===== src/rtl/key_event_decoder_if.sv =====
// Event handshake between the key event decoder and the host.
// The decoder drives valid/data; the host drives ready.
interface key_event_decoder_if;
    logic       EV_VALID;
    logic [5:0] EV_DATA;
    logic       EV_READY;

    modport master (
        output EV_VALID,
        output EV_DATA,
        input  EV_READY
    );

    modport slave (
        input  EV_VALID,
        input  EV_DATA,
        output EV_READY
    );
endinterface


===== src/rtl/key_event_decoder.sv =====
// Debounces 32-key scanner snapshots and queues press/release events.
// Events leave a show-ahead FIFO in ascending key order per frame.
module key_event_decoder #(
    parameter int DEB_FRAMES = 3,
    parameter int FIFO_DEPTH = 8,
    parameter int ACTIVE_LOW = 1
) (
    input  logic                       CLK,
    input  logic                       RSTN,
    input  logic                       LOAD,
    input  logic [31:0]                BAR,
    input  logic                       OVF_CLR,
    output logic [31:0]                KEYS,
    output logic                       OVF,
    output logic                       MISS,
    key_event_decoder_if.master        ev
);
    localparam int AW = $clog2(FIFO_DEPTH);
    localparam logic [3:0] DEB_MAX = 4'(DEB_FRAMES - 1);

    typedef enum logic [1:0] {
        IDLE,
        UPDATE,
        SCAN
    } state_t;

    state_t      state;
    state_t      state_nxt;

    logic        load_d;
    logic        frame_done;
    logic [31:0] raw_in;
    logic [31:0] raw;
    logic [31:0] keys;
    logic [31:0] pend;
    logic [3:0]  cnt [32];
    logic [4:0]  idx;

    logic [5:0]  mem [FIFO_DEPTH];
    logic [AW:0] wptr;
    logic [AW:0] rptr;
    logic        empty;
    logic        full;
    logic        push;
    logic        pop;
    logic        push_ok;
    logic [5:0]  push_data;

    assign frame_done = load_d & ~LOAD;
    assign raw_in     = (ACTIVE_LOW != 0) ? ~BAR : BAR;

    always_ff @(posedge CLK or negedge RSTN) begin
        if (!RSTN) begin
            state <= IDLE;
        end else begin
            state <= state_nxt;
        end
    end

    always_comb begin
        state_nxt = state;
        unique case (state)
            IDLE:    if (frame_done) state_nxt = UPDATE;
            UPDATE:  state_nxt = SCAN;
            SCAN:    if (idx == 5'd31) state_nxt = IDLE;
            default: state_nxt = IDLE;
        endcase
    end

    // Debounce and scan datapath; pend is cleared whether or not the push lands
    always_ff @(posedge CLK or negedge RSTN) begin
        if (!RSTN) begin
            load_d <= 1'b0;
            raw    <= '0;
            keys   <= '0;
            pend   <= '0;
            idx    <= '0;
            for (int k = 0; k < 32; k++) cnt[k] <= '0;
        end else begin
            load_d <= LOAD;
            unique case (state)
                IDLE: begin
                    if (frame_done) raw <= raw_in;
                end
                UPDATE: begin
                    for (int k = 0; k < 32; k++) begin
                        if (raw[k] == keys[k]) begin
                            cnt[k] <= '0;
                        end else if (cnt[k] == DEB_MAX) begin
                            keys[k] <= ~keys[k];
                            cnt[k]  <= '0;
                            pend[k] <= 1'b1;
                        end else begin
                            cnt[k] <= cnt[k] + 4'd1;
                        end
                    end
                    idx <= '0;
                end
                SCAN: begin
                    pend[idx] <= 1'b0;
                    idx       <= idx + 5'd1;
                end
                default: ;
            endcase
        end
    end

    assign push      = (state == SCAN) && pend[idx];
    assign push_data = {keys[idx], idx};

    assign empty   = (wptr == rptr);
    assign full    = (wptr[AW] != rptr[AW]) &&
                     (wptr[AW-1:0] == rptr[AW-1:0]);
    assign pop     = ev.EV_VALID & ev.EV_READY;
    assign push_ok = push & (~full | pop);

    always_ff @(posedge CLK or negedge RSTN) begin
        if (!RSTN) begin
            wptr <= '0;
            rptr <= '0;
        end else begin
            if (push_ok) wptr <= wptr + 1'b1;
            if (pop)     rptr <= rptr + 1'b1;
        end
    end

    always_ff @(posedge CLK) begin
        if (push_ok) mem[wptr[AW-1:0]] <= push_data;
    end

    // Setting a flag takes priority over a same-cycle clear
    always_ff @(posedge CLK or negedge RSTN) begin
        if (!RSTN) begin
            OVF  <= 1'b0;
            MISS <= 1'b0;
        end else begin
            if (push & full & ~pop) OVF <= 1'b1;
            else if (OVF_CLR)       OVF <= 1'b0;
            if (frame_done && state != IDLE) MISS <= 1'b1;
            else if (OVF_CLR)                MISS <= 1'b0;
        end
    end

    assign ev.EV_VALID = ~empty;
    assign ev.EV_DATA  = empty ? 6'd0 : mem[rptr[AW-1:0]];
    assign KEYS        = keys;
endmodule


===== src/flat_wrapper.sv =====
// flat-port wrapper written by rule: the top's interface ports become plain ports
module key_event_decoder_flat 
#(
    parameter int DEB_FRAMES = 3,
    parameter int FIFO_DEPTH = 8,
    parameter int ACTIVE_LOW = 1
)
  (CLK, RSTN, LOAD, BAR, OVF_CLR, KEYS, OVF, MISS, ev_EV_VALID, ev_EV_DATA, ev_EV_READY);
  key_event_decoder_if ev_i ();
  input  logic CLK;
  input  logic RSTN;
  input  logic LOAD;
  input  logic [31:0] BAR;
  input  logic OVF_CLR;
  output logic [31:0] KEYS;
  output logic OVF;
  output logic MISS;
  output wire logic [$bits(ev_i.EV_VALID)-1:0] ev_EV_VALID;
  output wire logic [$bits(ev_i.EV_DATA)-1:0] ev_EV_DATA;
  input wire logic [$bits(ev_i.EV_READY)-1:0] ev_EV_READY;
  assign ev_EV_VALID = ev_i.EV_VALID;
  assign ev_EV_DATA = ev_i.EV_DATA;
  assign ev_i.EV_READY = ev_EV_READY;
  key_event_decoder #(.DEB_FRAMES(DEB_FRAMES), .FIFO_DEPTH(FIFO_DEPTH), .ACTIVE_LOW(ACTIVE_LOW)) u_core (.CLK(CLK), .RSTN(RSTN), .LOAD(LOAD), .BAR(BAR), .OVF_CLR(OVF_CLR), .KEYS(KEYS), .OVF(OVF), .MISS(MISS), .ev(ev_i));
endmodule

===== config.mk =====
export PLATFORM = sky130hd
export DESIGN_NAME = key_event_decoder_flat
export DESIGN_NICKNAME = d
export VERILOG_FILES = /design/src/rtl/key_event_decoder_if.sv /design/src/rtl/key_event_decoder.sv /design/src/flat_wrapper.sv
export SDC_FILE = /design/constraint.sdc
export NUM_CORES = 1
export LEC_CHECK = 0
export ABC_AREA = 1
export BUFFER_PORTS_ARGS = -buffer_cell sky130_fd_sc_hd__buf_2
export CAP_MARGIN = 15
export CORE_ASPECT_RATIO = 0.75
export CORE_MARGIN = 2
export CORE_UTILIZATION = 30
export DETAILED_ROUTE_END_ITERATION = 8
export PLACE_DENSITY = 0.47
export SETUP_SLACK_MARGIN = 0.05
export SLEW_MARGIN = 20
export SYNTH_ARGS = -nofsm -noshare
export SYNTH_HDL_FRONTEND = slang
export SYNTH_SLANG_ARGS = --single-unit

===== constraint.sdc =====
create_clock -name CLK -period 4.9 [get_ports CLK]
set_input_delay 0.98 -clock CLK [delete_from_list [all_inputs] [get_ports CLK]]
set_output_delay 0.98 -clock CLK [all_outputs]
set_load 0.05 [all_outputs]

* Yosys cells after proc, flatten, opt, wreduce, memory -nomap -nowiden
Memory sizes are Yosys's and may differ from the RTL's.
Cells that the tools add are included.
** Operators by class
- $add $sub $neg :: 35
- Order comparisons :: 2
- Eq/ne operators :: 136
- Muxes and demuxes :: 145
- Bitwise logic cells :: 77
- Reduce and logical (&&, ||, !) cells :: 75
** Operators with widths (count)
- $mux W4 :: 64
- $reduce_and A3 Y1 :: 64
- $add A4 B1 Y4 const B :: 34
- $eq A4 B2 Y1 const B :: 32
- $mux W1 :: 72
- $ne A2 B1 Y1 const B :: 34
- $not A1 Y1 :: 68
- $ne A2 B2 Y1 const B :: 32
- $not A32 Y32 :: 2
- $pmux W32 S2 :: 1
- $and A32 B32 Y32 :: 1
- $eq A1 B1 Y1 :: 32
- $bmux W1 S5 :: 2
- $pmux W5 S2 :: 1
- $reduce_bool A2 Y1 :: 4
- $lt A5 B6 Y1 const B :: 1
- $mux W6 :: 1
- $pmux W2 S3 :: 1
- $add A5 B1 Y5 const B :: 1
- $and A1 B1 Y1 :: 5
- $demux W1 S5 :: 1
- $eq A5 B5 Y1 const B :: 1
- $ge A5 B1 Y1 const B :: 1
- $eq A4 B4 Y1 :: 1
- other kinds (9) :: 14
** Word-level totals
- Register bits :: 242
- Bits in writable memories :: 48
- Input bits :: 37
- Output and inout bits :: 41
- Logic and storage cells :: 575
- Memories :: 1
** Memory list
- u_core.mem :: words 8, width 6, read ports 1, clocked after Yosys merged registers in 0, write ports 1, line key_event_decoder.sv:39 : logic [5:0] mem [FIFO_DEPTH];

* Longest topological paths before layout
Gate-level depths: netlist of the first run.
- Depth in word-level cells :: 7
- Mapped depth :: 14
- Mapped depth without buffers :: 11

* Least setup slack after synthesis of the first run
No wires, ideal clock.
- Path type :: reg2out
- Start point :: reg u_core.wptr[1]
- End point :: out ev_EV_DATA[0]
- Arrival :: 1.972 ns
- Required time :: 3.920 ns
- Slack :: 1.948 ns
- Cell stages (with the launch flop) :: 8
- Path buffers :: 2
- Path through :: dfrtp_1 -> clkbuf_1 -> xor2_1 -> nor3_1 -> nand2_1 -> buf_2 -> o21ai_0 -> nor2_1
** Between the ends
- Cells in the longest elaborated chain, start to end :: 2
** RTL lines
- from (decl) :: line key_event_decoder.sv:40 : logic [AW:0] wptr;
- from (signal assigned) :: line key_event_decoder.sv:122 : if (push_ok) wptr <= wptr + 1'b1;
- $eq A4 B4 Y1 :: line key_event_decoder.sv:111 : assign empty = (wptr == rptr);
- $mux W6 :: line key_event_decoder.sv:145 : assign ev.EV_DATA = empty ? 6'd0 : mem[rptr[AW-1:0]];
- to (decl) :: line flat_wrapper.sv:19 : output wire logic [$bits(ev_i.EV_DATA)-1:0] ev_EV_DATA;
Every way passes these cells.

* Worst setup path after layout of the first run
- Start point :: reg u_core.rptr[0]
- End point :: out ev_EV_DATA[3]
** Between the ends
- Cells in the longest elaborated chain, start to end :: 2
- Elaborated cells between the ends (all ways) :: 3
- Classes of those cells :: eq/ne: 1; mux: 1; memory: 1
** RTL lines
- from (decl) :: line key_event_decoder.sv:41 : logic [AW:0] rptr;
- from (signal assigned) :: line key_event_decoder.sv:123 : if (pop) rptr <= rptr + 1'b1;
- $mem_v2 Z8 W6 or $eq A4 B4 Y1 (tied branches)
- $mux W6 (*) :: line key_event_decoder.sv:145
Every way passes the cells marked *; elsewhere a longest branch is shown, timed or not.

==> results.sh, run 1 <==
export IMPL_ys_seq_area_share_pct=51.54
export IMPL_syn_inst=1611
export IMPL_worstSetupPathType="reg2out"
export IMPL_path_max_fanout=28
export IMPL_syn_area_um2=14550
export IMPL_wirelength_um=36550
export IMPL_reg2reg_slack_ns=1.94
export IMPL_gp_congestion=0.7796
export IMPL_worstPathRequired_ns=3.92
export IMPL_vias=10910
export IMPL_grt_overflow_total=0
export IMPL_antenna_found_initial=0
export IMPL_arrival_ns=2.64
export IMPL_grt_pass1_vias=10750
export IMPL_status="completed"
export IMPL_ys_flop_type="dfrtp_1"
export IMPL_cts_root_buf="clkbuf_16"
export IMPL_clock_latency_ns=0.52
export IMPL_synth_cell_types=33
export IMPL_grt_pass1_wl_um=59290
export IMPL_async_flop_share_pct=83.45
export IMPL_cts_resized_gates=0
export IMPL_cts_setup_buffers=0
export IMPL_fin_crit_ns=3.619
export IMPL_cts_tree="yes"
export IMPL_power_density_nw_per_um2=601.4
export IMPL_dieArea_um2=50280
export IMPL_netlist_area_leader_share_pct=41.63
export IMPL_syn_nets=1722
export IMPL_numClockSinks=290
export IMPL_ys_warn_count=0
export IMPL_diodes=0
export IMPL_hold_buffers=0
export IMPL_hpwl_um=25170
export IMPL_min_path_type="in2async"
export IMPL_routedWlPerCell_um=15.63
export IMPL_antenna_left=0
export IMPL_core_um2=47660
export IMPL_ys_seq_elements=290
export IMPL_vias_per_cell=4.665
export IMPL_leakage_uw=0.007657
export IMPL_timing_fmax_ghz=0.2763
export IMPL_post_route_period_util_pct=73.86
export IMPL_startpoint_type="flip-flop"
export IMPL_fp_row_count=69
export IMPL_setup_tns_ns=0
export IMPL_layout_nets=1785
export IMPL_die_y_um=194.7
export IMPL_clk_pin_slew_ns=0.06
export IMPL_drv_slew=0
export IMPL_relSlewSlack_pct=43.23
export IMPL_grt_use_total_pct=14.82
export IMPL_synth_edf_count=48
export IMPL_rsz0062_at_grt="false"
export IMPL_syn_to_final_growth_pct=15.03
export IMPL_finalClockSkew_ns=0.01916
export IMPL_ir_drop_mv=0.2355
export IMPL_drive_above_1_share_pct=9.123
export IMPL_totalPowerFinal_uw=10060
export IMPL_cts_htree_levels=2
export IMPL_grt_max_degree=111
export IMPL_end_kind="primary output"
export IMPL_port_buffers=77
export IMPL_dieWidth_um=258.3
export IMPL_cts_max_path_buffers=3
export IMPL_setup_ws_ns=1.281
export IMPL_avgSynthCellArea_um2=9.029
export IMPL_firstDrtPassIters=5
export IMPL_yosysTopAreaCell="dfrtp_1"
export IMPL_cts_inserted_buffers=35
export IMPL_post_place_ws_ns=1.841
export IMPL_initial_core_util_pct=30.52
export IMPL_drtIter0Drc=740
export IMPL_finalHoldViolCount=0
export IMPL_setup_viol=0
export IMPL_drcViolationCount=0
export IMPL_tightest_slew_ns=0.8516
export IMPL_netlist_top_cells_area="dfrtp_1 42%, edfxtp_1 9.9%, nand2_1 7.0%"
export IMPL_pin_count=78
export IMPL_cap_violations=0
metrics by stage:
step | hold WS, ns | instance area (µm²) | std cells | util [%]
floorplan | 0.4658 | 14550 | 1611 | -
global route | 0.5347 | 16730 | 2338 | 35.11
CTS | 0.5051 | 16730 | 2338 | 35.11
finish | 0.4940 | 16730 | 2338 | 35.11
global placement | 0.4863 | 15570 | 2276 | 32.68
detailed placement | 0.4835 | 15570 | 2276 | 32.68
flip-flops by register name (all words and copies together), names as in the netlist:
name,flops
u_core.MISS,1
u_core.idx,5
u_core.mem,48
u_core.wptr,4
u_core.KEYS,32
u_core.rptr,4
u_core.OVF,1
u_core.pend,32
u_core.load_d,1
u_core.raw,32
u_core.state,2
u_core.cnt,128
placed cells by master, fill, tap and decap left out, types with 2 or more instances in the layout:
cell type,instances
o21ai_0,149
buf_4,10
nand3_2,2
nand4_1,10
o21ai_1,7
buf_12,2
xnor2_1,39
edfxtp_1,48
inv_6,3
a21oi_1,71
nor2_1,172
o32ai_1,12
clkbuf_16,35
nor3b_1,5
ha_1,73
clkinvlp_4,2
clkbuf_1,7
mux2i_1,6
or2_1,4
nor3_1,47
nand3_1,81
xor2_1,84
nor3_2,2
clkbuf_8,5
buf_2,76
o22ai_1,46
dfrtp_1,242
nand2_1,271
inv_2,4
bufinv_16,4
clkinv_2,6
inv_1,165
a22o_1,2
layer usage:
metal,wire [µm],GRT usage [%],vias up
met3,1984,3.091,60
li1,-,-,5427
met5,0,0,-
met2,14850,21.09,218
met1,19010,22.71,5202
met4,698,3.554,0
final timing paths:
check | cells past startpoint | start | endpoint
worst max-delay path | 6 | u_core.rptr[0] | ev_EV_DATA[3]
max in group asynchronous | 2 | RSTN | u_core.cnt[8]
worst min register to register | 2 | u_core.raw[27] | u_core.raw[27]
worst min-delay path | 1 | RSTN | u_core.cnt[86]
min in group CLK | 2 | u_core.raw[27] | u_core.raw[27]
worst max register to register | 10 | u_core.idx[0] | u_core.mem[5][5]
logic make-up after synthesis:
family                     count (synthesis)  synth area share (%)
buffers and inverters                    233                 6.477
AOI/OAI and AO/OA                        288                 10.68
xor gates and xnor gates                 123                 7.406
muxes                                      7                0.4903
adders and majority gates                 74                 6.366
and+or+nand+nor                          596                 17.03
DFF                                      290                 51.54
final cells by class:
cell class / instances / area [µm²]
Multi-Input combinational cell: 1088 / 6123
Fill cell: 4899 / 30920
Clock inverter: 15 / 186.4
Tap cell: 639 / 799.5
Sequential cell: 290 / 7497
Inverter: 170 / 643.1
Clock buffer: 47 / 970.9
Timing Repair Buffer: 89 / 510.5
worst max-delay path, stage by stage (launching register included):
cell and delay [ns]:
dfrtp_1 0.88, xor2_1 0.14, nor3_1 0.28, nand2_1 0.33, o21ai_0 0.20, nor2_1 0.06
buf_2 0.22
cells in the mapped netlist (all sizes together), types with 2 or more instances:
| library cell | n |
|---|---|
| a21oi | 71 |
| a22o | 2 |
| buf | 28 |
| clkbuf | 35 |
| dfrtp | 242 |
| edfxtp | 48 |
| ha | 74 |
| inv | 170 |
| mux2i | 6 |
| nand2 | 272 |
| nand3 | 83 |
| nand4 | 10 |
| nor2 | 172 |
| nor3 | 49 |
| nor3b | 5 |
| o21ai | 156 |
| o22ai | 46 |
| o32ai | 12 |
| or2 | 4 |
| xnor2 | 39 |
| xor2 | 84 |
power by group:
| group | switching [µW] | leakage, µW | internal (µW) |
|---|---|---|---|
| Sequential | 699 | 0.00353 | 3060 |
| Clock | 1030 | 0.000566 | 1610 |
| Combinational | 2560 | 0.00356 | 1110 |
| Total | 4290 | 0.00766 | 5770 |
No activity file was read; power rests on OpenSTA's default activity.
==> run 2: changes to the inputs <==
- clock period: 4.9 -> 3.5 ns (I/O delays scaled with it)
==> run 2 against run 1 <==
Total power rose by 40%. Critical path depth did not move. Final cell count rose by 0.17%. Setup slack got worse by 0.93 ns. Sequential power rose by 38%. Critical path type unchanged. Critical endpoint is now ev_EV_DATA[1]. Highest routed layer unchanged.
==> results.sh, run 2 (same netlist as run 1, synthesis figures left out) <==
export IMPL_status="completed"
export IMPL_arrival_ns=2.45
export IMPL_fp_row_count=69
export IMPL_cts_tree="yes"
export IMPL_layout_nets=1790
export IMPL_seqPwrFrac_pct=37.0
export IMPL_dieArea_um2=50280
export IMPL_crit_end="ev_EV_DATA[1]"
export IMPL_hpwl_um=25520
export IMPL_pin_count=78
export IMPL_grt_pass1_vias=10470
export IMPL_leakage_uw=0.007670
export IMPL_largest_reg_flops=128
export IMPL_pwr_share_comb_pct=38.0
export IMPL_dieWidth_um=258.3
export IMPL_grt_max_degree=84
export IMPL_final_common_cell="nand2_1"
export IMPL_setup_tns_ns=0
export IMPL_grt_use_total_pct=14.88
export IMPL_rsz0062_at_grt="false"
export IMPL_layout_common_cells="271 x nand2_1, 242 x dfrtp_1, 172 x nor2_1"
export IMPL_timing_fmax_ghz=0.3179
export IMPL_cts_setup_buffers=0
export IMPL_drcViolationCount=0
export IMPL_p_sw_share_pct=43.24
export IMPL_fin_crit_ns=3.146
export IMPL_internal_power_uw=7970
export IMPL_core_um2=47660
export IMPL_power_density_nw_per_um2=838.1
export IMPL_gp_congestion=0.7903
export IMPL_vias_per_cell=4.654
export IMPL_p_sw_uw=6071
export IMPL_worstPathRequired_ns=2.80
export IMPL_clock_latency_ns=0.53
export IMPL_firstDrtPassIters=5
export IMPL_min_path_type="in2async"
export IMPL_finalHoldViolCount=0
export IMPL_worstReg2RegStart="u_core.idx[4]"
export IMPL_routedWlPerCell_um=15.88
export IMPL_cts_root_buf="clkbuf_16"
export IMPL_r2r_end="u_core.mem[0][0]"
export IMPL_final_util_pct=35.16
export IMPL_grt_overflow_total=0
export IMPL_grt_pass1_wl_um=59480
export IMPL_regMostFlops="u_core.cnt"
export IMPL_wirelength_um=37200
export IMPL_totalPowerFinal_uw=14040
export IMPL_fillers=4915
export IMPL_finalClockSkew_ns=0.01557
export IMPL_cts_max_path_buffers=3
export IMPL_path_max_fanout=25
export IMPL_vias=10900
export IMPL_crit_path_start="u_core.rptr[0]"
export IMPL_tightest_slew_ns=0.8673
export IMPL_setup_viol=0
export IMPL_reg2reg_slack_ns=0.83
export IMPL_startpoint_type="flip-flop"
export IMPL_port_buffers=77
export IMPL_numClockSinks=290
export IMPL_worstSetupPathType="reg2out"
export IMPL_drtIter0Drc=874
export IMPL_cts_inserted_buffers=34
export IMPL_clk_pin_slew_ns=0.06
export IMPL_ir_drop_mv=0.4049
export IMPL_pwr_share_clk_pct=25.1
export IMPL_syn_to_final_growth_pct=15.18
export IMPL_initial_core_util_pct=30.52
export IMPL_cts_htree_levels=2
export IMPL_hold_buffers=0
export IMPL_diodes=0
export IMPL_drive_above_1_share_pct=9.278
export IMPL_relSlewSlack_pct=42.18
export IMPL_drv_slew=0
export IMPL_r2r_cells=8
export IMPL_end_kind="primary output"
export IMPL_die_y_um=194.7
export IMPL_antenna_found_initial=0
export IMPL_cap_violations=0
export IMPL_post_route_period_util_pct=89.88
export IMPL_cts_resized_gates=0
export IMPL_antenna_left=0
-- run 2: critical path: stages (launching register included) --
cell and delay, ns:
dfrtp_1 0.54, inv_2 0.41, nor2_1 0.09, o32ai_1 0.38, nor2_1 0.09, nor2_1 0.13, buf_2 0.27
-- run 2: stage by stage --
stage                     hold slack, ns  area (µm²)  setup WS (ns)  instances
after CTS                         0.2026       16750         0.3233       2342
final                             0.1920       16750         0.3542       2342
after global routing              0.2327       16750         0.1474       2342
after floorplan                   0.4044       14550         0.8282       1611
after detailed placement          0.4871       15670         0.8565       2282
after global placement            0.4862       15670         0.9360       2282
-- run 2: power by group through the flow --
stage | registers [µW] | logic, µW | clock network [µW]
after floorplan | 5400 | 3540 | 0
after global placement | 5240 | 5320 | 0
after detailed placement | 5250 | 5380 | 0
after CTS | 5200 | 5400 | 3640
after global routing | 5330 | 6020 | 3780
final | 5190 | 5330 | 3520
-- run 2: final cells by class --
class,instances,area [µm²],share of cell area (%)
Multi-Input combinational cell,1088,6123,36.55
Tap cell,639,799.5,4.772
Inverter,170,643.1,3.839
Clock buffer,46,957.2,5.713
Timing Repair Buffer,95,605.6,3.615
Clock inverter,14,127.6,0.7618
Sequential cell,290,7497,44.75
-- run 2: layer usage --
layer	part of all wire (%)	vias to the layer above	global-route usage, %
li1	-	5427	-
met1	53	5223	23.32
met2	41	207	20.86
met3	5.2	43	2.895
met4	1.4	0	3.233
met5	0	-	0
-- run 2: worst min path at each step --
stage | from | end | slack, ns | cells after the start
2_1_floorplan | RSTN | u_core.KEYS[0] | 0.40 | 0
3_3_place_gp | u_core.pend[23] | u_core.pend[23] | 0.49 | 1
3_5_place_dp | u_core.pend[7] | u_core.pend[7] | 0.49 | 1
4_1_cts | RSTN | u_core.cnt[86] | 0.20 | 1
5_1_grt | RSTN | u_core.cnt[86] | 0.23 | 1
6_report | RSTN | u_core.cnt[86] | 0.19 | 1
==> run 3: changes to the inputs <==
- CORE_UTILIZATION: 30 -> 62
- PLACE_DENSITY: 0.47 -> 0.83
==> run 3 against run 2 <==
Die area down 51%. Highest routed layer unchanged. Via count rose by 4.4%. Critical path type unchanged. Non-clock buffer count decreased by 5. Cell area down 3.1%. Total power shrank 2.1%. Count of clock-buffer cells in the layout down 12.
==> results.sh, run 3 (same netlist as run 1, synthesis figures left out) <==
export IMPL_final_common_cell="nand2_1"
export IMPL_crit_cells=6
export IMPL_path_delay_family="buffers and inverters"
export IMPL_path_max_fanout=28
export IMPL_cts_htree_levels=1
export IMPL_hold_buffers=0
export IMPL_gp_congestion=0.9545
export IMPL_vias=11380
export IMPL_cts_max_path_buffers=3
export IMPL_cts_inserted_buffers=28
export IMPL_regMostFlops="u_core.cnt"
export IMPL_stdcell_count=1990
export IMPL_arrival_ns=2.35
export IMPL_antenna_found_initial=0
export IMPL_worstPathCellList="inv_2 -> nor2_1 -> o32ai_1 -> nor2_1 -> nor2_1 -> buf_2"
export IMPL_post_dp_cell_area_um2=15190
export IMPL_layout_common_cells="271 x nand2_1, 241 x dfrtp_1, 172 x nor2_1"
export IMPL_drv_slew=0
export IMPL_grt_overflow_total=0
export IMPL_relSlewSlack_pct=50.71
export IMPL_diodes=0
export IMPL_vias_per_cell=5.720
export IMPL_routedWlPerCell_um=16.56
export IMPL_dieWidth_um=180.9
export IMPL_die_y_um=136.6
export IMPL_end_kind="primary output"
export IMPL_worst_path_buf_inv=2
export IMPL_r2r_cells=8
export IMPL_path_common_cell="nor2_1"
export IMPL_numClockSinks=290
export IMPL_setup_tns_ns=0
export IMPL_fp_row_count=48
export IMPL_layout_nets=1779
export IMPL_hpwl_um=22030
export IMPL_finalHoldViolCount=0
export IMPL_drcViolationCount=0
export IMPL_finalClockSkew_ns=0.01291
export IMPL_post_place_ws_ns=0.8548
export IMPL_firstDrtPassIters=5
export IMPL_drtIter0Drc=1041
export IMPL_setup_ws_ns=0.4534
export IMPL_core_um2=23000
export IMPL_fin_area_um2=16230
export IMPL_grt_pass1_vias=11080
export IMPL_antenna_left=0
export IMPL_port_buffers=77
export IMPL_cap_violations=0
export IMPL_status="completed"
export IMPL_cts_tree="yes"
export IMPL_cp_slowest_cell="dfrtp_2"
export IMPL_min_path_type="in2async"
export IMPL_clock_latency_ns=0.55
export IMPL_syn_to_final_growth_pct=11.56
export IMPL_clk_pin_slew_ns=0.07
export IMPL_post_route_period_util_pct=87.05
export IMPL_worstSetupPathType="reg2out"
export IMPL_tightest_slew_ns=0.7393
export IMPL_ir_drop_mv=0.6265
export IMPL_power_density_nw_per_um2=846.8
export IMPL_grt_use_total_pct=27.19
export IMPL_fin_crit_ns=3.047
export IMPL_grt_pass1_wl_um=54600
export IMPL_initial_core_util_pct=63.23
export IMPL_setup_viol=0
export IMPL_cts_root_buf="clkbuf_16"
export IMPL_cts_setup_buffers=0
export IMPL_startpoint_type="flip-flop"
export IMPL_slowest_delay_ns=0.58
export IMPL_pin_count=78
export IMPL_worstPathRequired_ns=2.80
export IMPL_leakage_uw=0.007605
export IMPL_wirelength_um=32950
export IMPL_dpl_cell_count=1938
export IMPL_grt_max_degree=139
export IMPL_dieArea_um2=24710
export IMPL_fillers=1689
export IMPL_hold_ws_ns=0.1340
export IMPL_rsz0062_at_grt="false"
export IMPL_timing_fmax_ghz=0.3282
export IMPL_largest_reg_flops=128
export IMPL_drive_above_1_share_pct=8.935
==> run 3: worst register-to-register path, delay by kind of cell, from the launching register on <==
family / cells / cell delay (ns)
DFF: 1 / 0.80
buffers and inverters: 1 / 0.14
and+or+nand+nor: 7 / 1.47
==> run 3: repair_timing <==
item	in CTS	in global routing
hold endpoints to repair	0	0
endpoints found under the setup margin	0	1
resized for setup	0	1
==> run 3: path summary, 6_finish.rpt <==
check / start / end / slack (ns)
setup / recovery: u_core.rptr[0] / ev_EV_DATA[4] / 0.45
hold / removal: RSTN / u_core.cnt[74] / 0.13
setup reg to reg: u_core.idx[3] / u_core.mem[4][0] / 0.73
hold reg to reg: u_core.raw[20] / u_core.raw[20] / 0.51
max in group asynchronous: RSTN / u_core.cnt[10] / 2.53
min in group CLK: LOAD / u_core.load_d / 0.27
==> run 3: per-layer routing <==
metal	wire (µm)	vias to the layer above	share of wire (%)	track usage (%)
met4	871	0	2.6	8.109
li1	-	5409	-	-
met1	14400	5444	44	38.82
met3	2478	77	7.5	3.779
met2	15190	452	46	43.79
met5	0	-	0	1.200
==> run 3: final cells by class <==
type,count,area [µm²],share of cell area [%]
sequential,290,7498,46.21
multi-input combinational,1088,6123,37.74
clock buffer,34,774.5,4.773
inverter,170,643.1,3.963
timing repair buffer,90,555.5,3.424
tap,300,375.4,2.313
clock inverter,18,256.5,1.581
==> run 3: power breakdown <==
group	switching, µW	leakage (µW)	internal (µW)
Combinational	3600	0.00358	1580
Sequential	920	0.00353	4280
Clock	1340	0.000498	2020
Total	5860	0.00760	7890
==> run 3: stage by stage <==
step	total power, µW	util [%]
after detailed placement	10340	66.06
after global placement	10090	66.06
after global routing	14630	70.55
final	13740	70.55
after CTS	13760	70.54
after floorplan	8935	-
